$ cat config.mk
export PLATFORM = sky130hd
export DESIGN_NAME = bram_arbiter
export DESIGN_NICKNAME = d
export VERILOG_FILES = /design/src/rtl/mem_pkg.sv /design/src/rtl/rr_arb2.sv /design/src/rtl/bram_arbiter.sv
export SDC_FILE = /design/constraint.sdc
export NUM_CORES = 1
export LEC_CHECK = 0
export BUFFER_PORTS_ARGS = -buffer_cell sky130_fd_sc_hd__buf_2
export CORE_ASPECT_RATIO = 1.1
export CORE_MARGIN = 4
export CORE_UTILIZATION = 38
export CTS_BUF_LIST = sky130_fd_sc_hd__clkbuf_2
export CTS_CLUSTER_SIZE = 30
export DETAILED_ROUTE_END_ITERATION = 10
export PLACE_DENSITY = 0.92
export RECOVER_POWER = 100
export SLEW_MARGIN = 20
export SYNTH_ARGS = -nofsm -noshare
export SYNTH_HDL_FRONTEND = slang
export SYNTH_SLANG_ARGS = --single-unit
$ cat constraint.sdc
create_clock -name clk -period 2.5 [get_ports clk]
set_input_delay 0.25 -clock clk [delete_from_list [all_inputs] [get_ports clk]]
set_output_delay 0.25 -clock clk [all_outputs]
set_load 0.005 [all_outputs]
$ cat src/rtl/mem_pkg.sv
// Shared memory-interface constants and the grant encoding used by the BRAM arbiter.
package mem_pkg;

    localparam int unsigned MEM_SIZE    = 512 * 424;
    localparam int unsigned MEM_LOGSIZE = 18;
    localparam int unsigned MEM_BITS    = 1;

    typedef enum logic [1:0] {
        GNT_NONE = 2'b00,
        GNT_WR   = 2'b01,
        GNT_RD   = 2'b10
    } gnt_e;

endpackage

$ cat src/rtl/rr_arb2.sv
// Two-input round-robin arbiter between a writer and a reader.
// The priority bit only moves on contention cycles; reset favours the writer.
module rr_arb2
    import mem_pkg::*;
(
    input  logic       clk,
    input  logic       reset,
    input  logic       wr_req,
    input  logic       rd_req,
    output logic [1:0] gnt
);

    logic prio_wr_q;
    logic prio_wr_d;
    gnt_e gnt_sel;

    always_comb begin
        gnt_sel   = GNT_NONE;
        prio_wr_d = prio_wr_q;
        if (!reset) begin
            if (wr_req && rd_req) begin
                // The loser of this contention wins the next one.
                gnt_sel   = prio_wr_q ? GNT_WR : GNT_RD;
                prio_wr_d = !prio_wr_q;
            end else if (wr_req) begin
                gnt_sel = GNT_WR;
            end else if (rd_req) begin
                gnt_sel = GNT_RD;
            end
        end
    end

    assign gnt = gnt_sel;

    always_ff @(posedge clk) begin
        if (reset) begin
            prio_wr_q <= 1'b1;
        end else begin
            prio_wr_q <= prio_wr_d;
        end
    end

endmodule

$ cat src/rtl/bram_arbiter.sv
// Shares one single-port block RAM (1-cycle read latency) between a writer and a reader,
// tracks read-data validity and counts completed frames (writes to the last address).
module bram_arbiter
    import mem_pkg::*;
#(
    parameter int unsigned SIZE    = MEM_SIZE,
    parameter int unsigned LOGSIZE = MEM_LOGSIZE,
    parameter int unsigned BITS    = MEM_BITS
) (
    input  logic               clk,
    input  logic               reset,
    input  logic               wr_req,
    input  logic [LOGSIZE-1:0] wr_addr,
    input  logic [BITS-1:0]    wr_data,
    output logic               wr_ack,
    input  logic               rd_req,
    input  logic [LOGSIZE-1:0] rd_addr,
    output logic               rd_ack,
    output logic               rd_valid,
    output logic [BITS-1:0]    rd_data,
    output logic [LOGSIZE-1:0] mem_addr,
    output logic [BITS-1:0]    mem_din,
    output logic               mem_we,
    input  logic [BITS-1:0]    mem_dout,
    output logic               frame_done,
    output logic [7:0]         frame_count
);

    // One extra bit so SIZE itself is representable when SIZE == 2**LOGSIZE.
    localparam logic [LOGSIZE:0]   SIZE_W    = (LOGSIZE + 1)'(SIZE);
    localparam logic [LOGSIZE-1:0] LAST_ADDR = LOGSIZE'(SIZE - 1);

    logic [1:0] gnt;
    logic       wr_in_range;

    logic       rd_valid_q, rd_valid_d;
    logic       frame_done_q, frame_done_d;
    logic [7:0] frame_count_q, frame_count_d;

    rr_arb2 u_rr_arb2 (
        .clk    (clk),
        .reset  (reset),
        .wr_req (wr_req),
        .rd_req (rd_req),
        .gnt    (gnt)
    );

    always_comb begin
        wr_ack        = (gnt == GNT_WR);
        rd_ack        = (gnt == GNT_RD);
        wr_in_range   = ({1'b0, wr_addr} < SIZE_W);
        mem_addr      = wr_ack ? wr_addr : rd_addr;
        mem_din       = wr_data;
        mem_we        = wr_ack && wr_in_range;
        rd_valid_d    = rd_ack;
        frame_done_d  = wr_ack && (wr_addr == LAST_ADDR);
        frame_count_d = frame_done_d ? frame_count_q + 8'd1 : frame_count_q;
    end

    always_ff @(posedge clk) begin
        if (reset) begin
            rd_valid_q    <= 1'b0;
            frame_done_q  <= 1'b0;
            frame_count_q <= '0;
        end else begin
            rd_valid_q    <= rd_valid_d;
            frame_done_q  <= frame_done_d;
            frame_count_q <= frame_count_d;
        end
    end

    assign rd_valid    = rd_valid_q;
    assign rd_data     = mem_dout;
    assign frame_done  = frame_done_q;
    assign frame_count = frame_count_q;

endmodule

==> results.md, run 1 <==
* Cells after synthesis at 93
* Buf/Inv on CP at 1
* Die width at 51.87 um
* Htree depth at 1
* Grt ovf at 0
* CP delay by family, top: simple AND/OR/NAND/NOR gates
* Worst Hold Class: in -> reg
* Layout cells sized above 1 at 0.4845
* Cell Rows at 17
* All-Layer GR Usage at 0.1852
* Post-DP HPWL at 2239 um
* Worst Path Required at 2.69 ns
* WS Path Type: in -> reg
* Postcts setup bufs at 0
* Warnings from Yosys at 0
* Fin. max-slew vios at 0
* Clk sinks at 11
* Starting Density at 0.3981
* Setup TNS at 0 ns
* Slowest CP cell: or4_1
* Final setup viols at 0
* Remaining DRCs at 0
* Power density cells at 331.4 nW/um^2
* Largest net degree at the start of global routing at 18
* Most frequent CP cell: or4_1
* Detail-routed via count per cell at 5.265
* Worst Setup End Kind: flop
* Number of DRC markers in iteration 0 at 18
* Outcome: completed
* Root Driver: clkbuf_2
* Worst path cell trace: clkbuf_1 > or4b_1 > or4_1 > or4_1 > a21oi_1
* Cell Area, Synth at 804.5 sq um
* Final WL at 2591 um
* Minimum clock period at 2.064 ns
* Core ar. at 2021 sq um
* Worst slew margin at 0.6538
* Final ANT Viol Nets at 0
* Synth-to-layout area growth at 44.32%
* Fillers at 203
* Initial antenna violation count at 0
* Die Span Y at 56.26 um
* Nets@finish at 205
* Final Hold Viols at 0
* CTS resizes at 0
* Synth unique cells at 24
* RSZ-0062 raised after global routing: no
* Pre-antenna DRT Iters at 4
* Data arrival, critical path at 2.26 ns
* Routed vias at 995
* Worst-path clk slew at 0.09 ns
* Crit start category: input pin
* Cell taking the most area after synthesis: dfxtp_1
* Worst-margin pin slew at 0.5193 ns
* Pleak at 0.0005098 uW
* Syn_area_per_cell at 8.651 sq um
* Hold buffers post-CTS at 0
* Clock Skew at 0.001641 ns
* Vias in the first global route at 1036
* DIE AREA at 2918 sq um
* Fmax at 0.4845 GHz
* Port buffer count at 70
* CTS Buffer Depth at 2
* Worst setup margin at 0.4358 ns
* First-pass GRT wire length at 4298 um
* Top post-synthesis cells by area: dfxtp_1 (27%), mux2_2 (25%), or4_1 (6.5%)
* N_diodes at 0
* Place WS at 0.1653 ns
* WL/cell at 13.71 um
* Syn Nets at 136
* Gpl congestion at 0.8154
* Synth Register Bits at 11
* Num CTS Buffers at 3
* Final period utilization at 0.8257
* VDD IR-drop max at 0.1894 mV
* Max-cap violation count at 0
* Crit Path Max Fanout at 17
* Sequential area share after synthesis at 0.2737
* CTS tree: yes
* Max stage delay on crit path at 0.65 ns
* # IOs at 75
* Yosys top cell area share at 0.2737
* Skew-Pair Late Insertion Delay at 0.25 ns
[sequential cells by signal, summed over array words and instances (netlist names)]
signal,flops
frame_done,1
frame_count,8
u_rr_arb2.prio_wr_q,1
rd_valid,1
[cell families (layout without fill, tap and decap cells)]
| logic type | Yosys count | after routing | share of synthesized area |
|---|---|---|---|
| AND/OR/NAND/NOR | 29 | 29 | 0.2255 |
| AO/OA/AOI/OAI | 22 | 22 | 0.1648 |
| multiplexers | 18 | 18 | 0.2519 |
| buffers and inverters | 12 | 80 | 0.06841 |
| flip-flops | 11 | 11 | 0.2737 |
| adder cells (fa/ha/maj) | 1 | 1 | 0.01555 |
[stage by stage]
step | std cells | instance area [sq um] | hold WS (ns) | total power (uW) | util
6_report | 189 | 1161 | 0.2238 | 384.8 | 0.5746
5_1_grt | 189 | 1161 | 0.2260 | 406.9 | 0.5746
4_1_cts | 189 | 1185 | 0.2153 | 394.6 | 0.5864
3_5_place_dp | 185 | 1165 | 0.4953 | 296.8 | 0.5765
3_3_place_gp | 185 | 1165 | 0.4581 | 293.8 | 0.5765
2_1_floorplan | 93 | 804.5 | 0.3284 | 232.4 | -
[where the power goes]
| part | total, uW | switching, uW | internal [uW] | leakage [uW] |
|---|---|---|---|---|
| sequential | 178 | 1.39 | 177 | 0.0000890 |
| clock | 97.4 | 54.9 | 42.5 | 0.0000166 |
| combinational | 109 | 46.4 | 62.7 | 0.000404 |
[layer usage]
metal	vias to the layer above	part of all wire	global-route usage
met3	2	0.12	0.05040
met1	445	0.38	0.2068
met4	0	0.0066	0.05618
li1	490	-	-
met5	-	0	0
met2	58	0.50	0.3303
[Yosys cell counts]
cell type  count
and3_1         2
o31ai_1        6
buf_2          2
nand3_1        3
mux2_2        18
nand4_1        3
inv_1          4
and4_1         2
or3_1          3
or4_1          7
nor3_1         1
a21oi_1       10
buf_4          2
nand2_1        3
nor2b_1        1
clkbuf_1       4
o21ai_0        3
or4b_1         1
nor2_1         2
nand2b_1       1
o21bai_1       1
a211oi_1       2
ha_1           1
dfxtp_1       11
[placed cells by master, fill, tap and decap left out, drive strengths merged]
cell,instances
nand2,3
dfxtp,11
nand4,3
or4b,1
o21ai,3
or3,3
o31ai,6
nor3,1
and3,2
buf,57
ha,1
clkbuf,19
o21bai,1
nand2b,1
and4,2
nor2b,1
a211oi,2
or4,7
inv,4
mux2,18
nand3,3
nor2,2
a21oi,10
[final timing paths]
check	start	to	slack, ns	cells after the start
max reg2reg	u_rr_arb2.prio_wr_q	frame_count[6]	0.72	4
min	wr_req	rd_valid	0.22	2
max	wr_addr[15]	frame_count[6]	0.44	5
min reg2reg	frame_count[7]	frame_count[7]	0.50	2
[worst reg2reg max path: cells and delay by family (launching register included)]
| kind | cells | cell delay [ns] |
|---|---|---|
| DFF | 1 | 0.40 |
| and+or+nand+nor | 3 | 1.18 |
| AOI/OAI and AO/OA | 1 | 0.15 |
[final cells by class]
class	count	area, sq um	area share
Sequential cell	11	220.2	0.1897
Tap cell	28	35.03	0.03017
Multi-Input combinational cell	70	529.3	0.4558
Clock buffer	4	20.02	0.01724
Inverter	4	15.01	0.01293
Timing Repair Buffer	72	341.6	0.2942
Note: power is estimated with default switching activity, not from simulation.
==> inputs of run 2 (changes only) <==
CORE_UTILIZATION = 34   (was 38)
PLACE_DENSITY = 0.88   (was 0.92)
clock period = 1.73 ns   (was 2.5 ns; I/O delays follow)
==> results.md, run 2 (synthesis results as in run 1) <==
* Remaining DRCs at 0 (unchanged)
* N_diodes at 0 (unchanged)
* Worst path cell trace: buf_6 > or4b_1 > or4_4 > buf_2 > or4_1 > a21oi_1 (was clkbuf_1 > or4b_1 > or4_1 > or4_1 > a21oi_1)
* Violated checks: setup timing
* Fin. max-slew vios at 0 (unchanged)
* Largest net degree at the start of global routing at 20 (was 18)
* Nets@finish at 212 (was 205)
* Place WS at -0.2928 ns (was 0.1653 ns)
* Power density cells at 446.7 nW/um^2 (was 331.4 nW/um^2)
* Most frequent cells in the layout: buf_2 (63), mux2_2 (18), dfxtp_1 (10) (was buf_2 (57), mux2_2 (17), clkbuf_1 (15))
* DIE AREA at 3210 sq um (was 2918 sq um)
* Starting Density at 0.3572 (was 0.3981)
* Minimum clock period at 1.752 ns
* Number of DRC markers in iteration 0 at 20 (was 18)
* Synth-to-layout area growth at 60.50% (was 44.32%)
* Worst Setup End Kind: flop (unchanged)
* Data arrival, critical path at 1.96 ns (was 2.26 ns)
* Hold buffers post-CTS at 0 (unchanged)
* Clk sinks at 11 (unchanged)
* Num CTS Buffers at 3 (unchanged)
* Worst Path Required at 1.94 ns (was 2.69 ns)
* Htree depth at 1 (unchanged)
* Crit start category: input pin (unchanged)
* # IOs at 75 (unchanged)
* Skew-Pair Late Insertion Delay at 0.26 ns (was 0.25 ns)
* Initial antenna violation count at 0 (unchanged)
* Post-DP HPWL at 2068 um (was 2239 um)
* RSZ-0062 raised after global routing: yes (was no)
* Outcome: complete, but fails checks (was completed)
* Worst Hold Class: in -> reg (unchanged)
* CTS tree: yes (unchanged)
* Grt ovf at 0 (unchanged)
* CTS Buffer Depth at 2 (unchanged)
* First-pass GRT wire length at 3788 um (was 4298 um)
* Final setup viols at 2 (was 0)
* Max reg flops at 8 (unchanged)
* Final period utilization at 1.013
* Max-cap violation count at 0 (unchanged)
* Worst-path clk slew at 0.10 ns (was 0.09 ns)
* Gpl congestion at 0.6705 (was 0.8154)
* Slowest CP cell: or4b_1 (was or4_1)
* Cell Rows at 18 (was 17)
* VDD IR-drop max at 0.2683 mV (was 0.1894 mV)
* Detail-routed via count per cell at 5.293 (was 5.265)
* Clock Skew at 0.002563 ns (was 0.001641 ns)
* Worst-margin pin slew at 0.2554 ns (was 0.5193 ns)
* Commonest non-fill, non-tap cell in the layout: buf_2 (unchanged)
* Routed vias at 1048 (was 995)
* Final ANT Viol Nets at 0 (unchanged)
* WS Path Type: in -> reg (unchanged)
* Post-layout utilization of the core at 0.5733 (was 0.5746)
* Vias in the first global route at 971 (was 1036)
* Die width at 54.38 um (was 51.87 um)
* Postcts setup bufs at 0 (unchanged)
* Fmax at 0.5707 GHz
* Final WL at 2584 um (was 2591 um)
* Root Driver: clkbuf_2 (unchanged)
* Worst setup margin at -0.02211 ns (was 0.4358 ns)
* Pre-antenna DRT Iters at 7 (was 4)
* Max stage delay on crit path at 0.51 ns (was 0.65 ns)
* Pleak at 0.0005799 uW (was 0.0005098 uW)
* Layout cells sized above 1 at 0.6190 (was 0.4845)
* Die Span Y at 59.02 um (was 56.26 um)
* WL/cell at 13.05 um (was 13.71 um)
* Final Hold Viols at 0 (unchanged)
* All-Layer GR Usage at 0.1550 (was 0.1852)
* Port buffer count at 70 (unchanged)
* Core ar. at 2252 sq um (was 2021 sq um)
* Worst slew margin at 0.8283 (was 0.6538)
* Crit Path Max Fanout at 4 (was 17)
run 2: area by class of cell:
class                   instances  area, sq um
flip-flops and latches         11        221.5
fillers                       216        960.9
multi-input cells              70        560.5
well taps                      30        37.54
clock buffers                   4        20.02
repair buffers                 79        436.7
inverters                       4        15.01
run 2: path summary, 6_finish.rpt:
kind	start	endpoint	slack (ns)	cells after the start
setup / recovery	wr_addr[15]	frame_count[3]	-0.02	6
hold / removal	wr_req	rd_valid	0.13	2
setup reg to reg	u_rr_arb2.prio_wr_q	frame_count[7]	0.14	4
hold reg to reg	u_rr_arb2.prio_wr_q	rd_valid	0.47	1
run 2: metal layers:
| layer | GRT usage | vias to the layer above | routed length (um) |
|---|---|---|---|
| met5 | 0 | - | 0 |
| met4 | 0.05338 | 0 | 25 |
| met3 | 0.03778 | 4 | 257 |
| met2 | 0.3009 | 56 | 1379 |
| met1 | 0.1522 | 482 | 922 |
| li1 | - | 506 | - |
run 2: timing repair:
item | in CTS | in global routing
pin swaps | 1 | 2
cloned | 0 | 1
endpoints found under the hold margin | 0 | 0
endpoints found under the setup margin | 6 | 24
gates resized for setup | 4 | 7
run 2: report_power, final:
part / internal (uW) / switching, uW
clock network: 61.4 / 83.7
logic: 107 / 66.9
registers: 256 / 2.00
total: 424 / 153
run 2: worst max-delay path, delay by kind of cell:
family                 cells  cell delay (ns)
AOI/OAI and AO/OA          1             0.13
buffers and inverters      2             0.26
and+or+nand+nor            3             1.39
run 2: through the flow:
| step | power (uW) | hold WS, ns | cell area, sq um | setup TNS, ns | cells |
|---|---|---|---|---|---|
| finish | 576.8 | 0.1278 | 1291 | -0.02867 | 198 |
| global route | 607.2 | 0.1425 | 1291 | -0.7216 | 198 |
| CTS | 576.7 | 0.1362 | 1265 | 0 | 197 |
| detailed placement | 435.5 | 0.3460 | 1227 | -2.113 | 193 |
| global placement | 430.6 | 0.3460 | 1227 | -1.857 | 193 |
| floorplan | 336.5 | 0.2514 | 813.3 | -0.4135 | 93 |
==> inputs of run 3 (changes only) <==
CORE_UTILIZATION = 38   (was 34)
PLACE_DENSITY = 0.92   (was 0.88)
clock period = 1.98 ns   (was 1.73 ns; I/O delays follow)
==> results.md, run 3 (synthesis results as in run 1) <==
* First-pass GRT wire length at 4098 um (was 3788 um)
* Number of DRC markers in iteration 0 at 16 (was 20)
* DIE AREA at 2918 sq um (was 3210 sq um)
* Outcome: completed (was complete, but fails checks)
* CTS tree: yes (unchanged)
* N_diodes at 0 (unchanged)
* Worst-path clk slew at 0.11 ns (was 0.10 ns)
* Net Sw Frac at 0.2753 (was 0.2646)
* Synth-to-layout area growth at 51.32% (was 60.50%)
* Setup TNS at 0 ns (was -0.02867 ns)
* All-Layer GR Usage at 0.1777 (was 0.1550)
* Worst Hold Class: in -> reg (unchanged)
* Grt ovf at 0 (unchanged)
* Detail-routed via count per cell at 5.235 (was 5.293)
* Final setup viols at 0 (was 2)
* Post-layout utilization of the core at 0.6025 (was 0.5733)
* Cell Count, Final, Fillers Out at 196 (was 198)
* Minimum clock period at 1.907 ns
* Internal cell power at 363.5 uW (was 424.2 uW)
* Worst Path Required at 2.18 ns (was 1.94 ns)
* Pleak at 0.0005480 uW (was 0.0005799 uW)
* RSZ-0062 raised after global routing: no (was yes)
* Fmax at 0.5244 GHz
* Max-cap violation count at 0 (unchanged)
* Crit start category: input pin (unchanged)
* Skew-Pair Late Insertion Delay at 0.26 ns (about the same)
* Gpl congestion at 0.8467 (was 0.6705)
* Cell Rows at 17 (was 18)
* Crit Path Max Fanout at 17 (was 4)
* WS Path Type: in -> reg (unchanged)
* Fin. max-slew vios at 0 (unchanged)
* CTS resizes at 0 (was 4)
* Worst Setup End Kind: flop (unchanged)
* Vias in the first global route at 977 (was 971)
* Postcts setup bufs at 0 (unchanged)
* Post-DP HPWL at 2229 um (was 2068 um)
* Pre-antenna DRT Iters at 4 (was 7)
* Remaining DRCs at 0 (unchanged)
* Die width at 51.87 um (was 54.38 um)
* Max reg flops at 8 (unchanged)
* Nets@finish at 212 (unchanged)
* Worst-margin pin slew at 0.3912 ns (was 0.2554 ns)
* Final WL at 2584 um (unchanged)
* Final ANT Viol Nets at 0 (unchanged)
* Num CTS Buffers at 3 (unchanged)
* Largest net degree at the start of global routing at 18 (was 20)
* VDD IR-drop max at 0.2463 mV (was 0.2683 mV)
* Initial antenna violation count at 0 (unchanged)
* Worst R2R Path Depth at 4 (unchanged)
* Port buffer count at 70 (unchanged)
* Final Hold Viols at 0 (unchanged)
* Core ar. at 2021 sq um (was 2252 sq um)
* Hold buffers post-CTS at 0 (unchanged)
* Clock power frac at 0.260 (was 0.251)
* Sequential share of power at 0.450 (was 0.448)
* Htree depth at 1 (unchanged)
* Die Span Y at 56.26 um (was 59.02 um)
* WHS at 0.1644 ns (was 0.1278 ns)
* CTS Buffer Depth at 2 (unchanged)
* Worst slew margin at 0.7392 (was 0.8283)
* Data arrival, critical path at 2.11 ns (was 1.96 ns)
* # IOs at 75 (unchanged)
* Root Driver: clkbuf_2 (unchanged)
* Clock Skew at 0.0004031 ns (was 0.002563 ns)
* Combinational fraction of design power at 0.290 (was 0.301)
* Fillers at 186 (was 216)
* Dpl cells at 192 (was 193)
* WL/cell at 13.18 um (was 13.05 um)
* Starting Density at 0.3981 (was 0.3572)
* Most frequent cells in the layout: buf_2 (56), mux2_2 (18), clkbuf_1 (14) (was buf_2 (63), mux2_2 (18), dfxtp_1 (10))
* Layout cells sized above 1 at 0.5179 (was 0.6190)
* Clk sinks at 11 (unchanged)
* Final period utilization at 0.9631
* Min-Delay Path Depth at 2 (unchanged)
* Power density cells at 412.0 nW/um^2 (was 446.7 nW/um^2)
* Commonest non-fill, non-tap cell in the layout: buf_2 (unchanged)
* P_sw at 138.1 uW (was 152.6 uW)
* Routed vias at 1026 (was 1048)
## run 3: changes by cell type in the layout (fill, tap and decap cells not counted), sizes merged
cell,delta
clkbuf,+9
buf,-9
## run 3: metrics by stage
stage	setup WS (ns)	total power, uW	cell area [sq um]
after floorplan	0.07079	293.5	804.5
after global routing	0.03073	528.8	1217
after global placement	-0.1058	378.8	1217
after detailed placement	-0.1920	382.2	1217
after CTS	0.07656	509.4	1237
final	0.07311	501.5	1217
## run 3: final timing paths
check                 startpoint             end  slack, ns
max                  wr_addr[15]  frame_count[5]       0.07
min                       wr_req        rd_valid       0.16
max reg2reg  u_rr_arb2.prio_wr_q  frame_count[5]       0.21
min reg2reg       frame_count[7]  frame_count[7]       0.49
## run 3: power by group through the flow
stage               registers, uW  clock network [uW]  logic (uW)
finish                        225                 130         146
global route                  226                 142         161
CTS                           225                 131         153
detailed placement            230                   0         152
global placement              230                   0         148
floorplan                     230                   0        63.2
## run 3: metal layers
layer	vias to the layer above	share of wire	global-route usage
li1	505	-	-
met1	445	0.40	0.2262
met2	73	0.47	0.2926
met3	3	0.13	0.03714
met4	0	0.0081	0.05618
met5	-	0	0
## run 3: area by class of cell
class | count | area (sq um) | share of cell area
clock buffers | 4 | 20.02 | 0.01644
inverters | 4 | 15.01 | 0.01233
multi-input cells | 70 | 529.3 | 0.4347
flip-flops and latches | 11 | 220.2 | 0.1809
well taps | 28 | 35.03 | 0.02878
repair buffers | 79 | 397.9 | 0.3268
## run 3: critical path, stage by stage
cell     delay (ns)
buf_2          0.10
or4b_1         0.54
or4_1          0.41
buf_4          0.20
or4_1          0.52
a21oi_1        0.15
